--- src/rtl/qspi_sio_sequencer_pkg.sv ---
// Shared types and defaults for the quad-SPI pin-bus sequencer.
package qspi_seq_pkg;

  localparam int unsigned DEF_LEN_W  = 8;
  localparam int unsigned DEF_DATA_W = 4;

  // Output-enable pattern used while the sequencer owns the pins.
  localparam logic [DEF_DATA_W-1:0] OE_ALL = '1;

  typedef enum logic [2:0] {
    IDLE,
    WRITE,
    TURN,
    READ,
    DONE
  } seq_state_t;

endpackage

--- src/rtl/qspi_sio_sequencer_if.sv ---
// Command-engine / pad-side signal bundle of the quad-SPI sequencer.
// The slave modport is the sequencer; master is the command engine plus pads.
interface qspi_sio_sequencer_if #(
  parameter int unsigned LEN_W  = qspi_seq_pkg::DEF_LEN_W,
  parameter int unsigned DATA_W = qspi_seq_pkg::DEF_DATA_W
);

  logic              start;
  logic [LEN_W-1:0]  wr_len;
  logic [LEN_W-1:0]  dummy_len;
  logic [LEN_W-1:0]  rd_len;
  logic              tx_valid;
  logic [DATA_W-1:0] tx_data;
  logic              tx_ready;
  logic              rx_valid;
  logic [DATA_W-1:0] rx_data;
  logic              rx_ready;
  logic [DATA_W-1:0] sio_o;
  logic [DATA_W-1:0] sio_oe;
  logic [DATA_W-1:0] sio_i;
  logic              sck_en;
  logic              busy;
  logic              done;

  modport slave (
    input  start, wr_len, dummy_len, rd_len,
    input  tx_valid, tx_data, rx_ready, sio_i,
    output tx_ready, rx_valid, rx_data,
    output sio_o, sio_oe, sck_en, busy, done
  );

  modport master (
    output start, wr_len, dummy_len, rd_len,
    output tx_valid, tx_data, rx_ready, sio_i,
    input  tx_ready, rx_valid, rx_data,
    input  sio_o, sio_oe, sck_en, busy, done
  );

endinterface

--- src/rtl/qspi_sio_sequencer_phase_counter.sv ---
// Phase length down-counter: load, decrement on each advance, flag the last one.
module qspi_phase_counter
  import qspi_seq_pkg::*;
#(
  parameter int unsigned LEN_W = DEF_LEN_W
) (
  input  logic             sys_clk,
  input  logic             sys_rst_n,
  input  logic             load,
  input  logic [LEN_W-1:0] load_val,
  input  logic             dec,
  output logic             last
);

  logic [LEN_W-1:0] count_q;

  // Load on transaction accept; decrement saturates at zero instead of wrapping.
  always_ff @(posedge sys_clk or negedge sys_rst_n) begin
    if (!sys_rst_n) begin
      count_q <= '0;
    end else if (load) begin
      count_q <= load_val;
    end else if (dec && (count_q != '0)) begin
      count_q <= count_q - LEN_W'(1);
    end
  end

  // An advance taken while this is high is the final one of the phase.
  assign last = (count_q == LEN_W'(1));

endmodule

--- src/rtl/qspi_sio_sequencer.sv ---
// Quad-SPI pin-bus sequencer: write phase, turnaround, read phase.
// Produces sio_o/sio_oe and samples sio_i; tristate muxing lives at top level.
module qspi_sio_sequencer
  import qspi_seq_pkg::*;
#(
  parameter int unsigned LEN_W  = DEF_LEN_W,
  parameter int unsigned DATA_W = DEF_DATA_W
) (
  input logic                 sys_clk,
  input logic                 sys_rst_n,
  qspi_sio_sequencer_if.slave bus
);

  localparam logic [DATA_W-1:0] OE_ON = '1;

  seq_state_t       state_q, state_d;
  logic             accept;
  logic             wr_adv, turn_adv, rd_adv;
  logic             wr_last, turn_last, rd_last;
  logic             rd_pending_q;
  logic [LEN_W-1:0] turn_load;

  // The done cycle is already IDLE; gating on done makes the next cycle the
  // earliest one that can accept a new start.
  assign accept    = (state_q == IDLE) && bus.start && !bus.done;
  assign wr_adv    = (state_q == WRITE) && bus.tx_valid;
  assign turn_adv  = (state_q == TURN);
  assign rd_adv    = (state_q == READ) && (!bus.rx_valid || bus.rx_ready);
  // At least one high-Z cycle always separates drive from sample.
  assign turn_load = (bus.dummy_len == '0) ? LEN_W'(1) : bus.dummy_len;

  qspi_phase_counter #(.LEN_W(LEN_W)) u_wr_cnt (
    .sys_clk   (sys_clk),
    .sys_rst_n (sys_rst_n),
    .load      (accept),
    .load_val  (bus.wr_len),
    .dec       (wr_adv),
    .last      (wr_last)
  );

  qspi_phase_counter #(.LEN_W(LEN_W)) u_turn_cnt (
    .sys_clk   (sys_clk),
    .sys_rst_n (sys_rst_n),
    .load      (accept),
    .load_val  (turn_load),
    .dec       (turn_adv),
    .last      (turn_last)
  );

  qspi_phase_counter #(.LEN_W(LEN_W)) u_rd_cnt (
    .sys_clk   (sys_clk),
    .sys_rst_n (sys_rst_n),
    .load      (accept),
    .load_val  (bus.rd_len),
    .dec       (rd_adv),
    .last      (rd_last)
  );

  // State register.
  always_ff @(posedge sys_clk or negedge sys_rst_n) begin
    if (!sys_rst_n) begin
      state_q <= IDLE;
    end else begin
      state_q <= state_d;
    end
  end

  // Next-state selection plus the combinational handshake/clock-gate outputs.
  always_comb begin
    state_d      = state_q;
    bus.tx_ready = 1'b0;
    bus.sck_en   = 1'b0;
    unique case (state_q)
      IDLE: begin
        if (accept) begin
          if (bus.wr_len != '0) begin
            state_d = WRITE;
          end else if (bus.rd_len != '0) begin
            state_d = TURN;
          end else begin
            state_d = DONE;
          end
        end
      end
      WRITE: begin
        bus.tx_ready = wr_adv;
        bus.sck_en   = wr_adv;
        if (wr_adv && wr_last) begin
          state_d = rd_pending_q ? TURN : DONE;
        end
      end
      TURN: begin
        bus.sck_en = 1'b1;
        if (turn_last) begin
          state_d = READ;
        end
      end
      READ: begin
        bus.sck_en = rd_adv;
        if (rd_adv && rd_last) begin
          state_d = DONE;
        end
      end
      DONE: begin
        if (!bus.rx_valid) begin
          state_d = IDLE;
        end
      end
      default: state_d = IDLE;
    endcase
  end

  // Registered pin, read-data and status outputs.
  // sio_oe drops on the last write advance so the first TURN cycle is undriven.
  always_ff @(posedge sys_clk or negedge sys_rst_n) begin
    if (!sys_rst_n) begin
      bus.sio_o    <= '0;
      bus.sio_oe   <= '0;
      bus.rx_valid <= 1'b0;
      bus.rx_data  <= '0;
      bus.busy     <= 1'b0;
      bus.done     <= 1'b0;
      rd_pending_q <= 1'b0;
    end else begin
      bus.done <= 1'b0;
      if (accept) begin
        bus.busy     <= 1'b1;
        rd_pending_q <= (bus.rd_len != '0);
        bus.sio_oe   <= (bus.wr_len != '0) ? OE_ON : '0;
      end
      if (wr_adv) begin
        bus.sio_o <= bus.tx_data;
        if (wr_last) begin
          bus.sio_oe <= '0;
        end
      end
      if (rd_adv) begin
        bus.rx_data  <= bus.sio_i;
        bus.rx_valid <= 1'b1;
      end else if (bus.rx_ready) begin
        bus.rx_valid <= 1'b0;
      end
      if ((state_q == DONE) && !bus.rx_valid) begin
        bus.done <= 1'b1;
        bus.busy <= 1'b0;
      end
    end
  end

endmodule

--- src/flat_wrapper.sv ---
// flat-port wrapper written by rule: the top's interface ports become plain ports
module qspi_sio_sequencer_flat import qspi_seq_pkg::*;
#(
  parameter int unsigned LEN_W  = DEF_LEN_W,
  parameter int unsigned DATA_W = DEF_DATA_W
)
  (sys_clk, sys_rst_n, bus_start, bus_wr_len, bus_dummy_len, bus_rd_len, bus_tx_valid, bus_tx_data, bus_rx_ready, bus_sio_i, bus_tx_ready, bus_rx_valid, bus_rx_data, bus_sio_o, bus_sio_oe, bus_sck_en, bus_busy, bus_done);
  qspi_sio_sequencer_if #(.LEN_W(LEN_W), .DATA_W(DATA_W)) bus_i ();
  input logic sys_clk;
  input logic sys_rst_n;
  input wire logic [$bits(bus_i.start)-1:0] bus_start;
  input wire logic [$bits(bus_i.wr_len)-1:0] bus_wr_len;
  input wire logic [$bits(bus_i.dummy_len)-1:0] bus_dummy_len;
  input wire logic [$bits(bus_i.rd_len)-1:0] bus_rd_len;
  input wire logic [$bits(bus_i.tx_valid)-1:0] bus_tx_valid;
  input wire logic [$bits(bus_i.tx_data)-1:0] bus_tx_data;
  input wire logic [$bits(bus_i.rx_ready)-1:0] bus_rx_ready;
  input wire logic [$bits(bus_i.sio_i)-1:0] bus_sio_i;
  output wire logic [$bits(bus_i.tx_ready)-1:0] bus_tx_ready;
  output wire logic [$bits(bus_i.rx_valid)-1:0] bus_rx_valid;
  output wire logic [$bits(bus_i.rx_data)-1:0] bus_rx_data;
  output wire logic [$bits(bus_i.sio_o)-1:0] bus_sio_o;
  output wire logic [$bits(bus_i.sio_oe)-1:0] bus_sio_oe;
  output wire logic [$bits(bus_i.sck_en)-1:0] bus_sck_en;
  output wire logic [$bits(bus_i.busy)-1:0] bus_busy;
  output wire logic [$bits(bus_i.done)-1:0] bus_done;
  assign bus_i.start = bus_start;
  assign bus_i.wr_len = bus_wr_len;
  assign bus_i.dummy_len = bus_dummy_len;
  assign bus_i.rd_len = bus_rd_len;
  assign bus_i.tx_valid = bus_tx_valid;
  assign bus_i.tx_data = bus_tx_data;
  assign bus_i.rx_ready = bus_rx_ready;
  assign bus_i.sio_i = bus_sio_i;
  assign bus_tx_ready = bus_i.tx_ready;
  assign bus_rx_valid = bus_i.rx_valid;
  assign bus_rx_data = bus_i.rx_data;
  assign bus_sio_o = bus_i.sio_o;
  assign bus_sio_oe = bus_i.sio_oe;
  assign bus_sck_en = bus_i.sck_en;
  assign bus_busy = bus_i.busy;
  assign bus_done = bus_i.done;
  qspi_sio_sequencer #(.LEN_W(LEN_W), .DATA_W(DATA_W)) u_core (.sys_clk(sys_clk), .sys_rst_n(sys_rst_n), .bus(bus_i));
endmodule
--- config.mk ---
export PLATFORM = sky130hd
export DESIGN_NAME = qspi_sio_sequencer_flat
export DESIGN_NICKNAME = d
export VERILOG_FILES = /design/src/rtl/qspi_sio_sequencer_pkg.sv /design/src/rtl/qspi_sio_sequencer_if.sv /design/src/rtl/qspi_sio_sequencer_phase_counter.sv /design/src/rtl/qspi_sio_sequencer.sv /design/src/flat_wrapper.sv
export SDC_FILE = /design/constraint.sdc
export NUM_CORES = 1
export LEC_CHECK = 0
export CAP_MARGIN = 5
export CELL_PAD_IN_SITES_DETAIL_PLACEMENT = 1
export CELL_PAD_IN_SITES_GLOBAL_PLACEMENT = 1
export CORE_UTILIZATION = 30
export CTS_CLUSTER_SIZE = 12
export DETAILED_ROUTE_END_ITERATION = 10
export DONT_BUFFER_PORTS = 1
export HOLD_SLACK_MARGIN = 0.06
export PLACE_DENSITY = 0.64
export SYNTH_ARGS = -nofsm -noshare
export SYNTH_HDL_FRONTEND = slang
export SYNTH_HIERARCHICAL = 1
export SYNTH_SLANG_ARGS = --single-unit
export TNS_END_PERCENT = 5
--- constraint.sdc ---
create_clock -name sys_clk -period 3.1 [get_ports sys_clk]
set_input_delay 0.62 -clock sys_clk [delete_from_list [all_inputs] [get_ports sys_clk]]
set_output_delay 0.62 -clock sys_clk [all_outputs]
set_load 0.02 [all_outputs]
==> Yosys cells after proc, flatten, opt, wreduce, memory -nomap -nowiden <==
Cells that the tools add are included.
{ "op_classes": {"addsub": 3, "n_eq_ne": 12, "mux": 27, "n_reduce_logical": 26} }
{ "ops": {"columns": ["operator", "n"], "rows": [
  ["8-bit two-way mux", 7],
  ["8-bit nonzero test", 5],
  ["8-bit by 1-bit equality test with 1-bit output (second input constant)", 3],
  ["3-bit two-way mux", 8],
  ["8-bit by 1-bit subtractor with 8-bit output (second input constant)", 3],
  ["4-bit two-way mux", 4],
  ["3-bit case mux with 5 select lines", 1],
  ["1-bit logical AND", 10],
  ["2-bit nonzero test", 5],
  ["8-bit zero test", 1],
  ["3-bit by 2-bit equality test with 1-bit output (second input constant)", 2],
  ["1-bit two-way mux", 6],
  ["2-bit inequality test (second input constant)", 3],
  ["5-bit AND reduction", 1],
  ["2-bit by 1-bit inequality test with 1-bit output (second input constant)", 2],
  ["3-bit by 1-bit equality test with 1-bit output (second input constant)", 1],
  ["3-bit equality test (second input constant)", 1],
  ["3-bit zero test", 1],
  ["1-bit case mux with 3 select lines", 1],
  ["1-bit zero test", 2],
  ["1-bit logical OR", 1]
]} }
{ "word_totals": {"register_bits": 43, "inputBits": 37, "word_cells": 79} }

==> Logic depth before layout (Yosys ltp) <==
Gate-level depths: netlist of run 1.
{ "logic_depth": {"word_depth": 6, "depth_mapped": 7, "depth_no_buf": 7} }

==> Hierarchy <==
The synthesis of run 1 kept the hierarchy.
{ "by_module_without_submodules": {"columns": ["mod", "instances", "cells_per_inst", "area_each_um2", "seq_area_each_um2"], "rows": [
  ["qspi_phase_counter at u_core.u_turn_cnt ...", 2, 64, 574.3, 200.2],
  ["qspi_sio_sequencer", 1, 97, 1012.2, 475.5],
  ["qspi_phase_counter at u_core.u_rd_cnt", 1, 60, 546.8, 200.2]
]} }

==> Worst setup path before layout of run 1 <==
OpenSTA, ideal clock, no wires.
{ "synth_timing": {"kind": "flip-flop to flip-flop", "start": "reg u_core.state_q[0]", "end": "reg u_core.u_wr_cnt.count_q[7]", "t_arrival_ns": 2.110, "required_ns": 3.018, "setup_slack_ns": 0.908, "stages_incl_launch_ff": 7, "synth_period_minus_slack_ns": 2.192, "cell_sequence": "dfrtp_1 -> nor2b_2 -> and3b_1 -> buf_4 -> or4b_2 -> or4_1 -> a31oi_1"} }
{ "synth_between": {"elab_chain_len": 4} }
{ "synth_lines": {"columns": ["item", "line_no", "source"], "rows": [
  ["start: declaration", "qspi_sio_sequencer.sv:16", "seq_state_t state_q, state_d;"],
  ["start signal: assignment", "qspi_sio_sequencer.sv:64", "state_q <= state_d;"],
  ["3-bit by 1-bit equality test with 1-bit output", "qspi_sio_sequencer.sv:26", "assign wr_adv = (state_q == WRITE) && bus.tx_valid;"],
  ["1-bit logical AND", "qspi_sio_sequencer.sv:26", null],
  ["named net u_core.wr_adv", "qspi_sio_sequencer.sv:18", "logic wr_adv, turn_adv, rd_adv;"],
  ["1-bit logical AND", "qspi_sio_sequencer_phase_counter.sv:23", "end else if (dec && (count_q != '0)) begin"],
  ["2-bit nonzero test (no source line)", null, null],
  ["end signal: assignment", "qspi_sio_sequencer_phase_counter.sv:22", "count_q <= load_val;"],
  ["end signal: assignment", "qspi_sio_sequencer_phase_counter.sv:24", "count_q <= count_q - LEN_W'(1);"],
  ["end: declaration", "qspi_sio_sequencer_phase_counter.sv:15", "logic [LEN_W-1:0] count_q;"]
]} }
The timed path passes the listed nets, and every way through them passes these cells.
A chain may end at the register's enable or synchronous reset.

==> Final worst setup path of run 1 <==
{ "layout_timing": {"start": "reg u_core.state_q[0]", "end": "out bus_sck_en"} }
{ "layout_between": {"elab_chain_len": 3} }
{ "layout_lines": {"columns": ["item", "line_no", "source"], "rows": [
  ["3-bit by 2-bit equality test with 1-bit output or 3-bit by 1-bit equality test with 1-bit output (tied branches)", "qspi_sio_sequencer.sv:28, qspi_sio_sequencer.sv:73, qspi_sio_sequencer.sv:26", null],
  ["1-bit logical AND (on tied branches)", "qspi_sio_sequencer.sv:28, qspi_sio_sequencer.sv:26", null],
  ["1-bit case mux with 3 select lines *", "qspi_sio_sequencer.sv:73", "unique case (state_q)"],
  ["end: declaration", "flat_wrapper.sv:24", "output wire logic [$bits(bus_i.sck_en)-1:0] bus_sck_en;"]
]} }
Every way passes the cells marked *; elsewhere a longest branch is shown, timed or not.

==> results of run 1 <==
## cell usage in the layout, fill, tap and decap left out, types with 3 or more instances in the layout
| master | count |
|---|---|
| a2111o_1 | 6 |
| a21o_1 | 3 |
| a21oi_1 | 12 |
| a31oi_1 | 6 |
| buf_4 | 6 |
| clkbuf_8 | 6 |
| dfrtp_1 | 43 |
| ha_1 | 9 |
| inv_1 | 9 |
| mux2_1 | 8 |
| nand2_1 | 42 |
| nand2b_1 | 3 |
| nor2_1 | 15 |
| nor2b_1 | 3 |
| nor3_1 | 3 |
| nor3b_1 | 6 |
| nor4_1 | 3 |
| nor4_2 | 3 |
| nor4b_1 | 3 |
| o211ai_1 | 12 |
| o21ai_0 | 8 |
| o21ai_1 | 3 |
| o31ai_1 | 3 |
| or4_1 | 6 |
| or4_4 | 3 |
| or4b_2 | 4 |
| xnor2_1 | 5 |
## timing repair
action / 4_1_cts / 5_1_grt
hold endpoints to repair: 43 / 0
hold buffers: 1 / 0
endpoints found under the setup margin: 0 / 0
## metal layers
metal	wire [um]	GRT usage	vias to the layer above	part of all wire
met1	3380	0.211	1077	0.48
li1	-	-	1044	-
met4	173	0.0689	0	0.025
met5	0	0	-	0
met2	3220	0.263	37	0.46
met3	247	0.0311	11	0.035
## layout make-up
class	instances	area (um^2)
repair buffers	7	72.6
clock inverters	2	35.0
fillers	985	5770
inverters	10	37.5
clock buffers	6	82.6
well taps	108	135
multi-input cells	214	1520
flip-flops and latches	43	1080
## kinds of logic after synthesis
| kind of cell | after synthesis | share of synthesized area |
|---|---|---|
| AND/OR/NAND/NOR | 119 | 0.269 |
| buffers and inverters | 28 | 0.0430 |
| XOR/XNOR | 5 | 0.0162 |
| multiplexers | 9 | 0.0370 |
| adder cells (fa/ha/maj) | 9 | 0.0416 |
| AO/OA/AOI/OAI | 72 | 0.196 |
| flip-flops | 43 | 0.397 |
## through the flow
| step | power [W] | hold slack, ns | cell area (um^2) | worst slack, ns | util |
|---|---|---|---|---|---|
| finish | 0.00303 | 0.144 | 2950 | 0.536 | 0.339 |
| global route | 0.00329 | 0.159 | 2950 | 0.453 | 0.339 |
| CTS | 0.00306 | 0.154 | 2950 | 0.529 | 0.339 |
| detailed placement | 0.00255 | 0.326 | 2810 | 0.706 | 0.322 |
| global placement | 0.00251 | 0.326 | 2810 | 0.786 | 0.322 |
| floorplan | 0.00221 | 0.324 | 2710 | 0.908 | - |
## power groups by stage
| stage | Clock, W | Sequential, W | Combinational [W] |
|---|---|---|---|
| final | 0.000473 | 0.00128 | 0.00127 |
| after CTS | 0.000489 | 0.00128 | 0.00129 |
| after detailed placement | 0 | 0.00129 | 0.00126 |
| after global routing | 0.000510 | 0.00133 | 0.00144 |
| after global placement | 0 | 0.00128 | 0.00123 |
| after floorplan | 0 | 0.00118 | 0.00103 |
## flip-flops by register name (all words and copies together) (netlist names)
| name | flops |
|---|---|
| u_core/u_rd_cnt/count_q | 8 |
| u_core/u_turn_cnt/count_q | 8 |
| u_core/u_wr_cnt/count_q | 8 |
| u_core/bus.rx_data | 4 |
| u_core/bus.sio_o | 4 |
| u_core/bus.sio_oe | 4 |
| u_core/state_q | 3 |
| u_core/bus.busy | 1 |
| u_core/bus.done | 1 |
| u_core/bus.rx_valid | 1 |
| u_core/rd_pending_q | 1 |
## worst register-to-register path: cells and delay by family, from the launching register on
kind            cells  cell delay, ns
compound gates      1            0.17
flops               1            0.51
simple gates        4            1.66
## how the worst max path moves through the flow
stage,endpoint,depth (start not counted)
2_1_floorplan,u_core/u_wr_cnt/count_q[7],6
3_3_place_gp,u_core/u_wr_cnt/count_q[7],5
3_5_place_dp,u_core/u_wr_cnt/count_q[7],5
4_1_cts,bus_sck_en,4
5_1_grt,bus_sck_en,4
6_report,bus_sck_en,4
==> metrics.md, run 1 <==
| Metric | Value |
|---|---|
| Worst Path Buf+Inv | 1 |
| Peak supply drop | 0.353 mV |
| Initial antenna violation count | 0 |
| Initial DRC Count | 117 |
| Clk slew on worst S/H paths | 0.09 ns |
| Vias/cell | 5.56 |
| P_int | 0.00166 W |
| Tcrit/Tclk final | 0.827 |
| Post-synth ARST share | 1.00 |
| Largest net degree at the start of global routing | 44 |
| DR pass1 iterations | 4 |
| Clock Power Share | 0.156 |
| DP HPWL | 5.16 mm |
| Die Wd | 97 um |
| GPL Wtd Cong | 0.788 |
| Worst Tran Pin Value | 0.990 ns |
| Setup crit start kind | register |
| Synth Warn # | 6 |
| Initial Util | 0.310 |
| DRC Markers | 0 |
| Port bufs | 0 |
| Cell Count, Final, Fillers Out | 390 |
| Setup crit end kind | output port |
| Max Fanout on Critical Path | 8 |
| Layout cells sized above 1 | 0.156 |
| Final Hold Vio Count | 0 |
| Max Freq | 0.390 GHz |
| Cts repair resizes | 0 |
| Top cell type's share of synthesized area | 0.397 |
| CTS buffer count | 5 |
| Synthesis-stage register bit count | 43 |
| Wire per inst | 18.0 um |
| CP max stage cell | dfrtp_1 |
| Synthesized area | 2710 um^2 |
| Vias post-DR | 2,169 |
| Register area share after synthesis | 0.397 |
| Post-synth top area cell | dfrtp_1 |
| Max cap viols | 0 |
| R2r setup slk | 0.70 ns |
| Leak Pwr | 1.13 nW |
| Setup CP Type | register to output port |
| R2R depth | 5 |
| Grt total ovfl | 0 |
| Most instantiated library cell after synthesis | dfrtp_1 |
| Netlist cell types | 62 |
| H-Tree Depth | 2 |
| Clock Skew | 0.00475 ns |
| Max Root-Sink Buffers | 2 |
| Pwr Density | 1020 nW/um^2 |
| Register share of total power | 0.424 |
| Worst-path cell chain | nor2b_2 -> and3b_1 -> buf_4 -> or3_1 |
| # IOs | 54 |
| Cell count after synthesis | 285 |
| CTS tree | built |
| Comb power frac | 0.420 |
| Aggregate global-route resource usage | 0.163 |
| Vias in the first global route | 2,372 |
| Ranking of synthesized cells by area | dfrtp_1 40%, nand2_1 5.8%, ha_1 4.2% |
| Layout area overhead | 9.10% |
| Global-route wire length before repair | 12.3 mm |
| Nets | 327 |
| Switch Pwr | 0.00137 W |
| RSZ-0062 raised after global routing | no |
| Die Area | 9410 um^2 |
| Arr. time, crit path | 1.94 ns |
| HP Class | input pin to async pin |
| Fin Setup TNS | 0 ns |
| CP Launch Point | u_core/state_q[0] |
| Top Family by Delay on Critical Path | simple AND/OR/NAND/NOR gates |
| Clk Tree Root Cell | clkbuf_8 |
| Net Sw Frac | 0.451 |
| Period minus WS final | 2.56 ns |
| Die height | 97 um |
| EDFF count, synth | 0 |
| Worst stage delay on the critical path | 0.48 ns |
| Antenna cell count | 0 |
| Synth Area per Inst | 9.50 um^2 |
| Core ar. | 8720 um^2 |
| Placed cell count | 381 |
| Row count | 34 |
| Dominant synthesized flop cell | dfrtp_1 |
| Post-synth net total | 331 |
| Status | finished, final reports clean |
| Slew Viols, Final | 0 |
| Crit path required time | 2.48 ns |
| Clk_lat worst skew | 0.31 ns |
| Slew margin rel. | 0.339 |
| # setup viols final | 0 |
| Detailed Route WL | 7.02 mm |
| Post-DRT Antenna Nets | 0 |
| Top cells by count, synth | 43 x dfrtp_1, 42 x nand2_1, 15 x nor2_1 |
| CTS Sinks | 43 |
| Worst reg2reg path endpoint | u_core/u_wr_cnt/count_q[7] |
| R2r startpoint | u_core/state_q[0] |
| Setup Buffers After CTS | 0 |
Note: power is estimated with default switching activity, not from simulation.
==> run 2, diff against run 1 <==
- PLACE_DENSITY: 0.64 -> 0.66
- clock period: 3.1 -> 2.3 ns (I/O delays scaled with it)
==> metrics.md, run 2 (synthesized netlist as in run 1, its figures left out) <==
| Metric | Value |
|---|---|
| Status | finished, final reports clean |
| # fillers | 998 |
| Commonest non-fill, non-tap cells in the layout | 43 x dfrtp_1, 42 x nand2_1, 20 x buf_4 |
| Worst Path Buf+Inv | 1 |
| Grt total ovfl | 0 |
| Period minus WS final | 2.20 ns |
| Global-route wire length before repair | 11.4 mm |
| CTS tree | built |
| Die Area | 9410 um^2 |
| Layout area overhead | 12.9% |
| Initial DRC Count | 54 |
| Vias in the first global route | 2,302 |
| Cell Count, Final, Fillers Out | 405 |
| Final design utilization | 0.351 |
| Tcrit/Tclk final | 0.956 |
| Post-DRT Antenna Nets | 0 |
| Clk slew on worst S/H paths | 0.08 ns |
| Port bufs | 0 |
| Core ar. | 8720 um^2 |
| Initial antenna violation count | 0 |
| Slew margin rel. | 0.673 |
| DRC Markers | 0 |
| Biggest regs | u_core/u_rd_cnt/count_q (8), u_core/u_turn_cnt/count_q (8), u_core/u_wr_cnt/count_q (8) |
| Detailed Route WL | 6.96 mm |
| H-Tree Depth | 2 |
| Clk Tree Root Cell | clkbuf_8 |
| Overall power | 0.00410 W |
| GPL Wtd Cong | 0.839 |
| Max Fanout on Critical Path | 9 |
| CP max stage cell | dfrtp_1 |
| Final Hold Vio Count | 0 |
| Arr. time, crit path | 1.74 ns |
| Die Wd | 97 um |
| Vias post-DR | 2,213 |
| CTS Sinks | 43 |
| Peak supply drop | 0.650 mV |
| Layout cells sized above 1 | 0.205 |
| Placed cell count | 395 |
| Max Root-Sink Buffers | 2 |
| Crit path required time | 1.84 ns |
| Leak Pwr | 1.19 nW |
| Nets | 342 |
| DP HPWL | 5.28 mm |
| # IOs | 54 |
| HP Class | input pin to register |
| Worst Tran Pin Value | 0.486 ns |
| WHS | 0.289 ns |
| Initial Util | 0.310 |
| Die height | 97 um |
| CTS buffer count | 5 |
| Clock Skew | 0.00619 ns |
| Setup crit end kind | output port |
| Antenna cell count | 0 |
| Vias/cell | 5.46 |
| Worst stage delay on the critical path | 0.42 ns |
| # setup viols final | 0 |
| Slew Viols, Final | 0 |
| Aggregate global-route resource usage | 0.149 |
| Setup CP Type | register to output port |
| Max cap viols | 0 |
| Max Freq | 0.455 GHz |
| Setup crit start kind | register |
| Top Family by Delay on Critical Path | simple AND/OR/NAND/NOR gates |
| Worst-path cell chain | nor2b_2 -> and3b_2 -> buf_4 -> or3_4 |
| Row count | 34 |
| Wire per inst | 17.2 um |
| DR pass1 iterations | 4 |
| Largest net degree at the start of global routing | 44 |
| Commonest non-fill, non-tap cell in the layout | dfrtp_1 |
| Clk_lat worst skew | 0.29 ns |
| Fin Setup TNS | 0 ns |
| Pwr Density | 1340 nW/um^2 |
[run 2: repair_timing]
action                                  4_1_cts  5_1_grt
endpoints found under the hold margin        43        0
endpoints found under the setup margin        0        4
hold buffers                                  2        0
setup buffers                                 0        0
gates resized for setup                       0        5
[run 2: cell type report]
type,count,area (um^2),share of cell area
clock inverter,1,5.00,0.00164
tap,108,135,0.0442
timing repair buffer,22,188,0.0614
inverter,10,37.5,0.0123
clock buffer,7,76.3,0.0250
multi-input combinational,214,1540,0.503
sequential,43,1080,0.352
[run 2: through the flow]
stage / instance area [um^2] / worst slack (ns)
2_1_floorplan: 2710 / 0.108
3_3_place_gp: 2910 / 0.160
3_5_place_dp: 2910 / 0.0840
4_1_cts: 3030 / 0.0125
5_1_grt: 3060 / -0.00995
6_report: 3060 / 0.102
[run 2: path summary, 6_finish.rpt]
path                                            start                            to  slack (ns)  cells past startpoint
setup reg to reg           u_core/u_rd_cnt/count_q[3]             u_core/state_q[2]        0.12                      6
max in group asynchronous                   sys_rst_n  u_core/u_turn_cnt/count_q[1]        1.42                      2
hold reg to reg                   u_core/rd_pending_q           u_core/rd_pending_q        0.51                      2
setup / recovery                    u_core/state_q[0]                    bus_sck_en        0.10                      4
hold / removal                          bus_rd_len[1]    u_core/u_rd_cnt/count_q[1]        0.29                      2
min in group asynchronous                   sys_rst_n          u_core/bus.sio_oe[0]        0.67                      2
[run 2: power by group]
group          switching [W]  internal, W
Combinational        0.00105     0.000892
Clock               0.000260     0.000214
Sequential          0.000549      0.00113
Total                0.00186      0.00224
[run 2: routing by layer]
metal,vias up,share of wire,track usage
met1,1104,0.47,0.192
met5,-,0,0
met2,34,0.48,0.254
met4,0,0.0082,0.0344
met3,4,0.038,0.0347
li1,1071,-,-
==> run 3, diff against run 2 <==
- RECOVER_POWER: not set -> 100
==> metrics.md, run 3 (synthesized netlist as in run 1, its figures left out) <==
| Metric | Value |
|---|---|
| Layout area overhead | 11.8% |
| Port bufs | 0 |
| Nets | 342 |
| Net Sw Frac | 0.455 |
| CTS Sinks | 43 |
| # fillers | 1,002 |
| CTS buffer count | 5 |
| Final design utilization | 0.347 |
| Initial DRC Count | 56 |
| Setup crit start kind | register |
| Die Wd | 97 um |
| Clock Skew | 0.00621 ns |
| Setup crit end kind | output port |
| HP Class | input pin to register |
| Antenna cell count | 0 |
| Min-delay src | bus_rd_len[0] |
| Final Hold Vio Count | 0 |
| Setup CP Type | register to output port |
| Clock Power Share | 0.116 |
| Layout cells sized above 1 | 0.199 |
| Global-route wire length before repair | 11.4 mm |
| Biggest regs | u_core/u_rd_cnt/count_q (8), u_core/u_turn_cnt/count_q (8), u_core/u_wr_cnt/count_q (8) |
| DRC Markers | 0 |
| Fin Setup TNS | 0 ns |
| Comb power frac | 0.472 |
| Die height | 97 um |
| Vias post-DR | 2,215 |
| Die Area | 9410 um^2 |
| Initial Util | 0.310 |
| Vias/cell | 5.47 |
| Grt total ovfl | 0 |
| Slew Viols, Final | 0 |
| DR pass1 iterations | 4 |
| H-Tree Depth | 2 |
| Max Fanout on Critical Path | 9 |
| Switch Pwr | 0.00186 W |
| Max Freq | 0.455 GHz |
| P_int | 0.00222 W |
| Period minus WS final | 2.20 ns |
| Status | finished, final reports clean |
| R2r startpoint | u_core/u_rd_cnt/count_q[3] |
| Worst-path cell chain | nor2b_2 -> and3b_2 -> buf_4 -> or3_4 |
| Worst stage delay on the critical path | 0.41 ns |
| Wire per inst | 17.2 um |
| Crit path required time | 1.84 ns |
| Initial antenna violation count | 0 |
| Clk_lat worst skew | 0.29 ns |
| CTS tree | built |
| Largest net degree at the start of global routing | 44 |
| Core ar. | 8720 um^2 |
| Register share of total power | 0.413 |
| Post-DRT Antenna Nets | 0 |
| Detailed Route WL | 6.96 mm |
| CP Launch Point | u_core/state_q[0] |
| Pwr Density | 1350 nW/um^2 |
| Vias in the first global route | 2,302 |
| CP max stage cell | dfrtp_1 |
| Arr. time, crit path | 1.74 ns |
| Aggregate global-route resource usage | 0.149 |
| Commonest non-fill, non-tap cells in the layout | 43 x dfrtp_1, 42 x nand2_1, 18 x buf_4 |
| # setup viols final | 0 |
| Max Root-Sink Buffers | 2 |
| Slew margin rel. | 0.251 |
| DP HPWL | 5.28 mm |
| WHS | 0.289 ns |
| Clk Tree Root Cell | clkbuf_8 |
| Commonest non-fill, non-tap cell in the layout | dfrtp_1 |
| Peak supply drop | 0.647 mV |
| Leak Pwr | 1.17 nW |
| Row count | 34 |
| # IOs | 54 |
| Clk slew on worst S/H paths | 0.08 ns |
| GPL Wtd Cong | 0.839 |
| Tcrit/Tclk final | 0.955 |
| Worst Tran Pin Value | 1.12 ns |
| Setup Buffers After CTS | 0 |
| Max cap viols | 0 |
==> run 3: cell types whose count changed in the layout (fill, tap and decap cells not counted) <==
cell,change
clkbuf_1,+2
clkbuf_2,+1
buf_16,-1
buf_4,-2
==> run 3: area by class of cell <==
type | instances | area [um^2] | share of cell area
well taps | 108 | 135 | 0.0446
clock buffers | 7 | 76.3 | 0.0252
repair buffers | 22 | 158 | 0.0521
clock inverters | 1 | 5.00 | 0.00165
flip-flops and latches | 43 | 1080 | 0.356
multi-input cells | 214 | 1540 | 0.508
inverters | 10 | 37.5 | 0.0124
==> run 3: what timing repair did <==
| item | CTS | global route |
|---|---|---|
| endpoints found under the setup margin | 0 | 4 |
| hold buffers | 2 | 0 |
| hold endpoints to repair | 43 | 0 |
| gates resized for setup | 0 | 5 |
==> run 3: layer usage <==
layer,part of all wire,wire [um],GRT usage
met1,0.47,3270,0.192
met3,0.039,273,0.0347
met2,0.48,3360,0.254
met4,0.0082,57,0.0344
met5,0,0,0
==> run 3: metrics by stage <==
stage	instance area (um^2)	std cells	setup slack, ns	total power (W)
after floorplan	2710	285	0.108	0.00298
after global placement	2910	395	0.160	0.00351
after detailed placement	2910	395	0.0840	0.00359
after CTS	3030	405	0.0125	0.00411
after global routing	3030	405	-0.00994	0.00443
final	3030	405	0.103	0.00408
==> run 3: path summary, 6_finish.rpt <==
path	cells after the start	slack [ns]	end
min in group asynchronous	2	0.93	u_core/bus.sio_oe[1]
max	4	0.10	bus_sck_en
max reg2reg	6	0.13	u_core/state_q[2]
max in group asynchronous	2	0.68	u_core/u_turn_cnt/count_q[1]
min	2	0.29	u_core/u_rd_cnt/count_q[0]
min reg2reg	2	0.51	u_core/rd_pending_q
==> run 3: power groups by stage <==
stage / sequential, W / clock [W] / combinational, W
floorplan: 0.00159 / 0 / 0.00139
global placement: 0.00168 / 0 / 0.00183
detailed placement: 0.00169 / 0 / 0.00190
CTS: 0.00168 / 0.000503 / 0.00193
global route: 0.00175 / 0.000531 / 0.00215
finish: 0.00168 / 0.000473 / 0.00192
==> run 3: critical path, delay by kind of cell, from the launching register on <==
| family | cells | cell delay (ns) |
|---|---|---|
| flops | 1 | 0.41 |
| buf+inv | 1 | 0.18 |
| simple gates | 3 | 0.84 |
